[src/rtl/muldiv_pkg.sv]
// Shared definitions for the iterative multiply/divide unit: operation
// encodings, FSM states and iteration sizing.
package muldiv_pkg;

    // One iteration per operand bit
    localparam int ITER  = 32;
    localparam int CNT_W = $clog2(ITER + 1);

    typedef enum logic [1:0] {
        OP_MULT  = 2'd0,
        OP_MULTU = 2'd1,
        OP_DIV   = 2'd2,
        OP_DIVU  = 2'd3
    } op_t;

    typedef enum logic [1:0] {
        IDLE = 2'd0,
        RUN  = 2'd1,
        FIX  = 2'd2
    } state_t;

    // Magnitude of a 32-bit operand; only signed operations strip the sign
    function automatic logic [31:0] abs32(input logic [31:0] v, input logic is_signed);
        return (is_signed && v[31]) ? (32'd0 - v) : v;
    endfunction

endpackage

[src/rtl/muldiv_if.sv]
// Request/result bundle between the datapath and the multiply/divide unit.
// master = issuing side (register file / pipeline), slave = muldiv_unit.
interface muldiv_if;
    logic        start;
    logic [1:0]  op;
    logic [31:0] rs_data;
    logic [31:0] rt_data;
    logic        mthi;
    logic        mtlo;
    logic        busy;
    logic        done;
    logic [31:0] hi;
    logic [31:0] lo;

    modport master (
        output start, op, rs_data, rt_data, mthi, mtlo,
        input  busy, done, hi, lo
    );

    modport slave (
        input  start, op, rs_data, rt_data, mthi, mtlo,
        output busy, done, hi, lo
    );
endinterface

[src/rtl/muldiv_step.sv]
// One iteration of the multiply/divide datapath (purely combinational).
// Multiply: acc = {partial, multiplier}; conditional add then shift right.
// Divide:   acc = {remainder, dividend/quotient}; restoring shift-subtract.
// The divide branch exists only when MULDIV_DIV_EN is defined.
module muldiv_step
    import muldiv_pkg::*;
(
    input  logic [63:0] acc_in,
    input  logic [31:0] operand,
    input  logic        div_mode,
    output logic [63:0] acc_out
);

    logic [32:0] sum;

    // Carry out of the add becomes the top bit after the right shift
    assign sum = {1'b0, acc_in[63:32]} + {1'b0, (acc_in[0] ? operand : 32'd0)};

`ifdef MULDIV_DIV_EN
    logic [32:0] top;
    logic [31:0] diff;
    logic        ge;

    // Partial remainder with the next dividend bit shifted in
    assign top  = acc_in[63:31];
    assign ge   = (top >= {1'b0, operand});
    // When ge holds the difference is below the divisor, so 32 bits suffice
    assign diff = top[31:0] - operand;

    // Select the multiply or divide step
    always_comb begin
        acc_out = {sum, acc_in[31:1]};
        if (div_mode) begin
            acc_out = {(ge ? diff : top[31:0]), acc_in[30:0], ge};
        end
    end
`else
    logic unused_div_mode;
    assign unused_div_mode = div_mode;
    assign acc_out         = {sum, acc_in[31:1]};
`endif

endmodule

[src/rtl/muldiv_unit.sv]
// Iterative MIPS multiply/divide unit owning the HI/LO registers.
// Operands are reduced to magnitudes at start, iterated for ITER cycles by
// muldiv_step, then sign-corrected in a single FIX cycle.
// Define MULDIV_DIV_EN to include DIV/DIVU; without it divide requests
// complete immediately and leave HI/LO untouched.
module muldiv_unit
    import muldiv_pkg::*;
(
    input  logic     clock,
    input  logic     reset,
    muldiv_if.slave  bus
);

    state_t            state_reg, state_next;
    logic [CNT_W-1:0]  cnt_reg;
    op_t               op_reg;
    logic [63:0]       acc_reg;
    logic [63:0]       acc_step;
    logic [31:0]       operand_reg;
    logic              neg_q_reg;
    logic              busy_reg;
    logic              done_reg;
    logic [31:0]       hi_reg;
    logic [31:0]       lo_reg;
`ifdef MULDIV_DIV_EN
    logic              neg_r_reg;
    logic [31:0]       dividend_reg;
`endif

    logic              op_signed;
    logic              op_is_div;
    logic              cur_is_div;
    logic [31:0]       abs_rs;
    logic [31:0]       abs_rt;
    logic [63:0]       prod_fix;
    logic [31:0]       hi_fix;
    logic [31:0]       lo_fix;

    assign op_signed  = (bus.op == OP_MULT) || (bus.op == OP_DIV);
    assign op_is_div  = (bus.op == OP_DIV)  || (bus.op == OP_DIVU);
    assign cur_is_div = (op_reg == OP_DIV)  || (op_reg == OP_DIVU);
    assign abs_rs     = abs32(bus.rs_data, op_signed);
    assign abs_rt     = abs32(bus.rt_data, op_signed);

    muldiv_step u_step (
        .acc_in   (acc_reg),
        .operand  (operand_reg),
        .div_mode (cur_is_div),
        .acc_out  (acc_step)
    );

    // State register
    always_ff @(posedge clock or posedge reset) begin
        if (reset) begin
            state_reg <= IDLE;
        end else begin
            state_reg <= state_next;
        end
    end

    // Next-state logic: IDLE -> RUN for ITER cycles -> FIX -> IDLE
    always_comb begin
        state_next = state_reg;
        case (state_reg)
            IDLE: begin
                if (bus.start) begin
`ifdef MULDIV_DIV_EN
                    state_next = RUN;
`else
                    state_next = op_is_div ? FIX : RUN;
`endif
                end
            end
            RUN: begin
                if (cnt_reg == CNT_W'(1)) begin
                    state_next = FIX;
                end
            end
            FIX:     state_next = IDLE;
            default: state_next = IDLE;
        endcase
    end

    // Final sign correction and special cases, applied in the FIX cycle
    always_comb begin
        prod_fix = neg_q_reg ? (64'd0 - acc_reg) : acc_reg;
        hi_fix   = prod_fix[63:32];
        lo_fix   = prod_fix[31:0];
`ifdef MULDIV_DIV_EN
        if (cur_is_div) begin
            if (operand_reg == 32'd0) begin
                // Divide by zero: all-ones quotient, dividend passed through raw
                lo_fix = 32'hFFFF_FFFF;
                hi_fix = dividend_reg;
            end else begin
                lo_fix = neg_q_reg ? (32'd0 - acc_reg[31:0])  : acc_reg[31:0];
                hi_fix = neg_r_reg ? (32'd0 - acc_reg[63:32]) : acc_reg[63:32];
            end
        end
`else
        if (cur_is_div) begin
            hi_fix = hi_reg;
            lo_fix = lo_reg;
        end
`endif
    end

    // Datapath: operand capture, iteration, result write and HI/LO moves
    always_ff @(posedge clock or posedge reset) begin
        if (reset) begin
            cnt_reg      <= '0;
            op_reg       <= OP_MULT;
            acc_reg      <= '0;
            operand_reg  <= '0;
            neg_q_reg    <= 1'b0;
            busy_reg     <= 1'b0;
            done_reg     <= 1'b0;
            hi_reg       <= '0;
            lo_reg       <= '0;
`ifdef MULDIV_DIV_EN
            neg_r_reg    <= 1'b0;
            dividend_reg <= '0;
`endif
        end else begin
            done_reg <= 1'b0;
            case (state_reg)
                IDLE: begin
                    if (bus.start) begin
                        op_reg      <= op_t'(bus.op);
                        // Multiply iterates over rt bits; divide shifts out rs bits
                        operand_reg <= op_is_div ? abs_rt : abs_rs;
                        acc_reg     <= {32'd0, (op_is_div ? abs_rs : abs_rt)};
                        neg_q_reg   <= op_signed & (bus.rs_data[31] ^ bus.rt_data[31]);
`ifdef MULDIV_DIV_EN
                        neg_r_reg    <= op_signed & bus.rs_data[31];
                        dividend_reg <= bus.rs_data;
`endif
                        cnt_reg     <= CNT_W'(ITER);
                        busy_reg    <= 1'b1;
                    end else begin
                        // Moves only land when no operation is being started
                        if (bus.mthi) hi_reg <= bus.rs_data;
                        if (bus.mtlo) lo_reg <= bus.rs_data;
                    end
                end
                RUN: begin
                    acc_reg <= acc_step;
                    cnt_reg <= cnt_reg - CNT_W'(1);
                end
                FIX: begin
                    hi_reg   <= hi_fix;
                    lo_reg   <= lo_fix;
                    cnt_reg  <= '0;
                    busy_reg <= 1'b0;
                    done_reg <= 1'b1;
                end
                default: begin
                    busy_reg <= 1'b0;
                end
            endcase
        end
    end

    assign bus.busy = busy_reg;
    assign bus.done = done_reg;
    assign bus.hi   = hi_reg;
    assign bus.lo   = lo_reg;

endmodule

[src/flat_wrapper.sv]
// flat-port wrapper written by rule: the top's interface ports become plain ports
module muldiv_unit_flat import muldiv_pkg::*;
  (clock, reset, bus_start, bus_op, bus_rs_data, bus_rt_data, bus_mthi, bus_mtlo, bus_busy, bus_done, bus_hi, bus_lo);
  muldiv_if bus_i ();
  input  logic clock;
  input  logic reset;
  input wire logic [$bits(bus_i.start)-1:0] bus_start;
  input wire logic [$bits(bus_i.op)-1:0] bus_op;
  input wire logic [$bits(bus_i.rs_data)-1:0] bus_rs_data;
  input wire logic [$bits(bus_i.rt_data)-1:0] bus_rt_data;
  input wire logic [$bits(bus_i.mthi)-1:0] bus_mthi;
  input wire logic [$bits(bus_i.mtlo)-1:0] bus_mtlo;
  output wire logic [$bits(bus_i.busy)-1:0] bus_busy;
  output wire logic [$bits(bus_i.done)-1:0] bus_done;
  output wire logic [$bits(bus_i.hi)-1:0] bus_hi;
  output wire logic [$bits(bus_i.lo)-1:0] bus_lo;
  assign bus_i.start = bus_start;
  assign bus_i.op = bus_op;
  assign bus_i.rs_data = bus_rs_data;
  assign bus_i.rt_data = bus_rt_data;
  assign bus_i.mthi = bus_mthi;
  assign bus_i.mtlo = bus_mtlo;
  assign bus_busy = bus_i.busy;
  assign bus_done = bus_i.done;
  assign bus_hi = bus_i.hi;
  assign bus_lo = bus_i.lo;
  muldiv_unit u_core (.clock(clock), .reset(reset), .bus(bus_i));
endmodule
[config.mk]
export PLATFORM = sky130hd
export DESIGN_NAME = muldiv_unit_flat
export DESIGN_NICKNAME = d
export VERILOG_FILES = /design/src/rtl/muldiv_pkg.sv /design/src/rtl/muldiv_if.sv /design/src/rtl/muldiv_step.sv /design/src/rtl/muldiv_unit.sv /design/src/flat_wrapper.sv
export SDC_FILE = /design/constraint.sdc
export NUM_CORES = 1
export LEC_CHECK = 0
export CAP_MARGIN = 20
export CORE_MARGIN = 2
export CORE_UTILIZATION = 46
export DETAILED_ROUTE_END_ITERATION = 7
export DONT_BUFFER_PORTS = 1
export SLEW_MARGIN = 25
export SYNTH_ARGS = -nofsm -noshare
export SYNTH_HDL_FRONTEND = slang
export SYNTH_SLANG_ARGS = --single-unit
[constraint.sdc]
create_clock -name clock -period 14.5 [get_ports clock]
set_input_delay 1.45 -clock clock [delete_from_list [all_inputs] [get_ports clock]]
set_output_delay 1.45 -clock clock [all_outputs]
set_load 0.02 [all_outputs]
**Word-level counts from Yosys, hierarchy flattened**

Cells that the tools add are included.

- Bits in registers: 173
- Output and inout bits: 66

- $add $sub $neg: 5
- Eq/ne operators: 13
- Multiplexer cells: 25
- Bitwise operators: 3
- Reduce and logical (&&, ||, !) cells: 17

Operators by type and width:

| operator | number |
|---|---|
| $mux W32 | 11 |
| $mux W64 | 2 |
| $pmux W32 S2 | 2 |
| $pmux W64 S2 | 1 |
| $sub A1 B32 Y32 const A | 2 |
| $sub A1 B64 Y64 const A | 1 |
| $add A32 B32 Y33 | 1 |
| $pmux W6 S3 | 1 |
| $eq A2 B2 Y1 const B | 5 |
| $ne A2 B2 Y1 const B | 5 |
| $reduce_and A2 Y1 | 5 |
| $reduce_and A4 Y1 | 2 |
| $eq A6 B1 Y1 const B | 1 |
| $mux W2 | 3 |
| $mux W6 | 1 |
| $sub A6 B1 Y6 const B | 1 |
| $logic_not A2 Y1 | 2 |
| $pmux W2 S2 | 1 |
| $reduce_bool A2 Y1 | 2 |
| $logic_or A1 B1 Y1 | 3 |
| $reduce_bool A3 Y1 | 1 |
| $eq A2 B1 Y1 const B | 1 |
| $logic_and A1 B1 Y1 | 2 |
| $mux W1 | 2 |
| 5 further kinds | 5 |

**Depth between registers and ports, before layout**

- Depth in word-level cells: 7
- Gate-level depth with buffers: 13
- Mapped depth without buffers: 11

**Cells and area by module**

A second synthesis with hierarchy kept.

- Cells, all modules: 1561
- Area total of the unflattened synthesis: 13207.7 um^2

By module, submodules not included:

| module | instances | cells an instance | area an instance (um^2) | seq. area each (um^2) |
|---|---|---|---|---|
| muldiv_unit | 1 | 1208 | 10779.1 | 4304.1 |
| muldiv_step | 1 | 353 | 2428.6 | 0.0 |

**Worst setup path after synthesis**

Ideal clock, no wire load.

- Path kind: input to register
- From: input port bus_rt_data[22]
- To: register u_core.operand_reg[30]
- Library setup time: 146 ps
- Arrival time: 3344 ps
- Path slack: 11010 ps
- Stages on the path: 7
- Path through: or4_1 or3_1 clkbuf_1 or3_1 o31ai_1 xor2_1 o221ai_1

- Word-level cells in the longest chain between the ends: 3

Ends and longest elaborated chain:

| what | line | text |
|---|---|---|
| start, declared | flat_wrapper.sv:10 | `input wire logic [$bits(bus_i.rt_data)-1:0] bus_rt_data;` |
| $sub A1 B32 Y32 | muldiv_pkg.sv:24 | `return (is_signed && v[31]) ? (32'd0 - v) : v;` |
| $mux W32 | muldiv_pkg.sv:24 |  |
| $mux W32 | muldiv_unit.sv:131 | `operand_reg <= op_is_div ? abs_rt : abs_rs;` |
| end signal, assigned | muldiv_unit.sv:131 |  |
| end, declared | muldiv_unit.sv:19 | `logic [31:0] operand_reg;` |

No other way between the ends.
A chain may end at the register's enable or synchronous reset.

**Final worst setup path**

- From: register u_core.state_reg[0]
- To: register u_core.hi_reg[26] (netlist: u_core.bus.hi[26])

- Word-level cells in the longest chain between the ends: 3
- Elaborated cells on any way between the ends: 8
- Those cells by class: 4 x eq/ne; 1 x mux; 3 x reduce/logical

Ends and longest elaborated chain:

| what | line | text |
|---|---|---|
| start, declared | muldiv_unit.sv:14 | `state_t state_reg, state_next;` |
| start signal, assigned | muldiv_unit.sv:57 | `state_reg <= state_next;` |
| $eq A2 B2 Y1 / $logic_not A2 Y1 (equally long branches) | muldiv_unit.sv:126 | `case (state_reg)` |
| $ne A2 B2 Y1 (no source line) / $reduce_bool A2 Y1 (equally long branches) | -- |  |
| $reduce_and A4 Y1 (no source line) | -- |  |
| end signal, assigned | muldiv_unit.sv:142 | `if (bus.mthi) hi_reg <= bus.rs_data;` |
| end signal, assigned | muldiv_unit.sv:151 | `hi_reg <= hi_fix;` |
| end, declared | muldiv_unit.sv:23 | `logic [31:0] hi_reg;` |

Several ways; a longest one is shown, not always the timed one.

==> results by group <==
Outcome
  – Status: completed

Timing
  – Slew margin rel.: between 20 and 30%
  – Final period util: 24.7%
  – Max Slew Vio Count: 0
  – Clock skew: between 15 and 20 ps
  – Tmin final: 3580 ps
  – Setup_tns: 0 ps
  – Worst slew pin tran: 1050 ps
  – Final Hold Viols: 0
  – F_max: 279 MHz
  – RSZ-0062 raised after global routing: false
  – Final Worst Setup Slack: 10,920 ps
  – Final setup vio count: 0

Place
  – Setup WS pre-CTS: 10,670 ps
  – Final HPWL DP: 33,300 um
  – Placer's final routability congestion estimate: about 0.94
  – Port bufs: 0

Routing
  – Post-route DRC violation count: 0
  – Total routed wirelength: 44,100 um
  – DRT antenna net count: 0
  – Post-DR vias/cell: 6.52
  – Drt wl/cell: between 20 and 25 um
  – Routed vias: roughly 12,000
  – 1st-iter DRT viols: 1,402
  – DR pass1 iterations: 5

Clock tree
  – Post-CTS Setup Repair Bufs: 0
  – Clock Latency Late Sink: 440 ps
  – Worst-path clk slew: ~80 ps
  – CTS tree: built
  – Clk sinks: 172
  – Cts hold-fix bufs: 0
  – H-tree depth: 4
  – Post_cts resized: 0
  – Longest Clk Path Bufs: 2
  – CTS Root Cell: clkbuf_16
  – Total CTS buffers: 17

Critical path
  – WS Path Type: flop to flop
  – CP Max Fanout: 73
  – CP Cell Sequence: inv_1, ha_2, buf_4, nor2_1, a21oi_1, and2_1, buf_4, nand2_1, o31ai_1, a21oi_1
  – Critical Path Start Type: flop
  – CP top delay family: compound AO/OA/AOI/OAI gates
  – Worst Path Arrival: 3870 ps
  – Critical path endpoint category: flop
  – Slowest stage cell on the critical path: a21oi_1
  – CP required: 14,790 ps
  – CP max stage delay: between 600 and 700 ps
  – WP buf/inv: 3

Final layout
  – Ant diodes: 0
  – Max reg flops: 64
  – Nets: 1,527
  – Commonest non-fill, non-tap cell in the layout: dfrtp_1
  – Share of cells above drive strength 1: about 5.6%
  – Area Overhead vs Synth: 6.08%
  – Most frequent cells in the layout: 171 x dfrtp_1, 155 x nand2_1, 140 x o21ai_0, 118 x nor2_1, 93 x xor2_1

Die
  – Die Wd: 169 um
  – Chip height: 169 um
  – Die area: 28,400 um^2
  – Floorplan core area: 26,800 um^2
  – Initial Util: 46.5%
  – # rows: 60
  – # IOs: ~140

Global routing
  – Gr ovfl total: 0
  – Vias in the first global route: 10,400
  – First-pass GRT wire length: 66,100 um
  – Total GRT Usage: 30.8%
  – Antenna violations before repair: 0
  – Largest net degree at the start of global routing: 74

Logic synthesis
  – Synthesized flop and latch total: ~170
  – Syn avg cell area: 8.44 um^2
  – Yosys top cell area share: 34.5%
  – Sequential-to-total area share from yosys stat: 34.5%
  – Synthesized instance count: around 1,500
  – Synthesized Nets: approximately 1,600
  – Async set-reset flop share out of synthesis: 100%
  – Mapped Area: 12,500 um^2
  – Primary FF master, synth: dfrtp_1
  – Cell variety after synth: 79
  – Top cells by area, synth: dfrtp_1 35%, xor2_1 6.5%, o21ai_0 5.7%, nand2_1 4.7%, ha_1 4.0%
  – Post-synth EDFFs: 0
  – Synth area leader: dfrtp_1
  – Yosys warns: 0

Power and ir drop
  – P_leak: about 6.0 nW
  – Pwr Density: 76.9 nW/um^2
  – Peak VDD IR: ~0.000056 V

Job
  – Max Cap Viol: 0

Min path
  – Worst hold path type: flop to flop
==> cell families (layout without fill, tap and decap cells) <==
logic type                 after synthesis  count (layout)  synth area share [%]
muxes                                   17              17                  1.42
buffers and inverters                  119              70                  3.63
and+or+nand+nor                        503             503                  20.3
AOI/OAI and AO/OA                      486             486                  26.2
adders and majority gates               41              41                  4.18
xor gates and xnor gates               139             139                  9.77
DFF                                    172             172                  34.5
==> power breakdown <==
| part | internal, mW | switching, mW | total, mW |
|---|---|---|---|
| combinational | 0.0212 | 0.0500 | 0.0712 |
| clock | 0.246 | 0.220 | 0.467 |
| sequential | 0.479 | 0 | 0.479 |
| total | 0.747 | 0.270 | 1.02 |
==> cell type report <==
cell class	count	area [um^2]
clock buffer	20	447
clock inverter	12	126
fill	2518	13600
inverter	28	110
multi-input combinational	1186	7730
sequential	172	4310
tap	341	427
timing repair buffer	10	75.1
==> metrics by stage <==
stage | instance area [um^2] | util (%) | power (mW) | hold slack (ps) | instances
CTS | 13200 | 49.3 | 1.02 | 483 | 1769
global placement | 12600 | 47.2 | 0.559 | 462 | 1737
global route | 13200 | 49.3 | 1.04 | 518 | 1769
floorplan | 12500 | - | 0.538 | 442 | 1477
detailed placement | 12600 | 47.2 | 0.558 | 468 | 1737
finish | 13200 | 49.3 | 1.02 | 483 | 1769
==> Yosys cell counts (12+ instances only) <==
| cell type | count |
|---|---|
| or4_1 | 13 |
| nand2b_1 | 16 |
| nand4_1 | 13 |
| mux2i_1 | 12 |
| nand3_1 | 26 |
| xnor2_1 | 46 |
| a21o_1 | 41 |
| inv_1 | 27 |
| o31ai_1 | 37 |
| nor2_1 | 118 |
| o21ai_0 | 141 |
| and2_1 | 38 |
| nand2_1 | 157 |
| buf_1 | 12 |
| a22oi_1 | 27 |
| o41ai_1 | 13 |
| a211oi_1 | 31 |
| nor4_1 | 15 |
| a21oi_1 | 84 |
| nor3_1 | 23 |
| o221ai_1 | 25 |
| dfrtp_1 | 172 |
| clkbuf_1 | 74 |
| xor2_1 | 93 |
| ha_1 | 40 |
| or3_1 | 31 |
| a221oi_1 | 17 |
==> final timing paths <==
check	startpoint	endpoint	slack [ps]	cells past startpoint
min in group asynchronous	reset	u_core.bus.hi[16]$_DFFE_PP0P_	880	1
min reg2reg	u_core.operand_reg[31]$_DFFE_PP0P_	u_core.operand_reg[31]$_DFFE_PP0P_	480	1
max reg2reg	u_core.state_reg[0]$_DFFE_PP0P_	u_core.bus.hi[26]$_DFFE_PP0P_	10920	10
max in group asynchronous	reset	u_core.neg_q_reg$_DFFE_PP0P_	12290	2
min	u_core.operand_reg[31]$_DFFE_PP0P_	u_core.operand_reg[31]$_DFFE_PP0P_	480	1
max	u_core.state_reg[0]$_DFFE_PP0P_	u_core.bus.hi[26]$_DFFE_PP0P_	10920	10
==> routing by layer <==
layer | routed length (um) | track usage (%) | vias up | share of wire, %
met3 | 4500 | 7.22 | 58 | 10
li1 | - | - | 5307 | -
met1 | 19400 | 44.7 | 5599 | 44
met2 | 19000 | 45.3 | 566 | 43
met5 | 0 | 0 | - | 0
met4 | 1240 | 9.93 | 0 | 2.8
(Power assumes the default switching activity.)
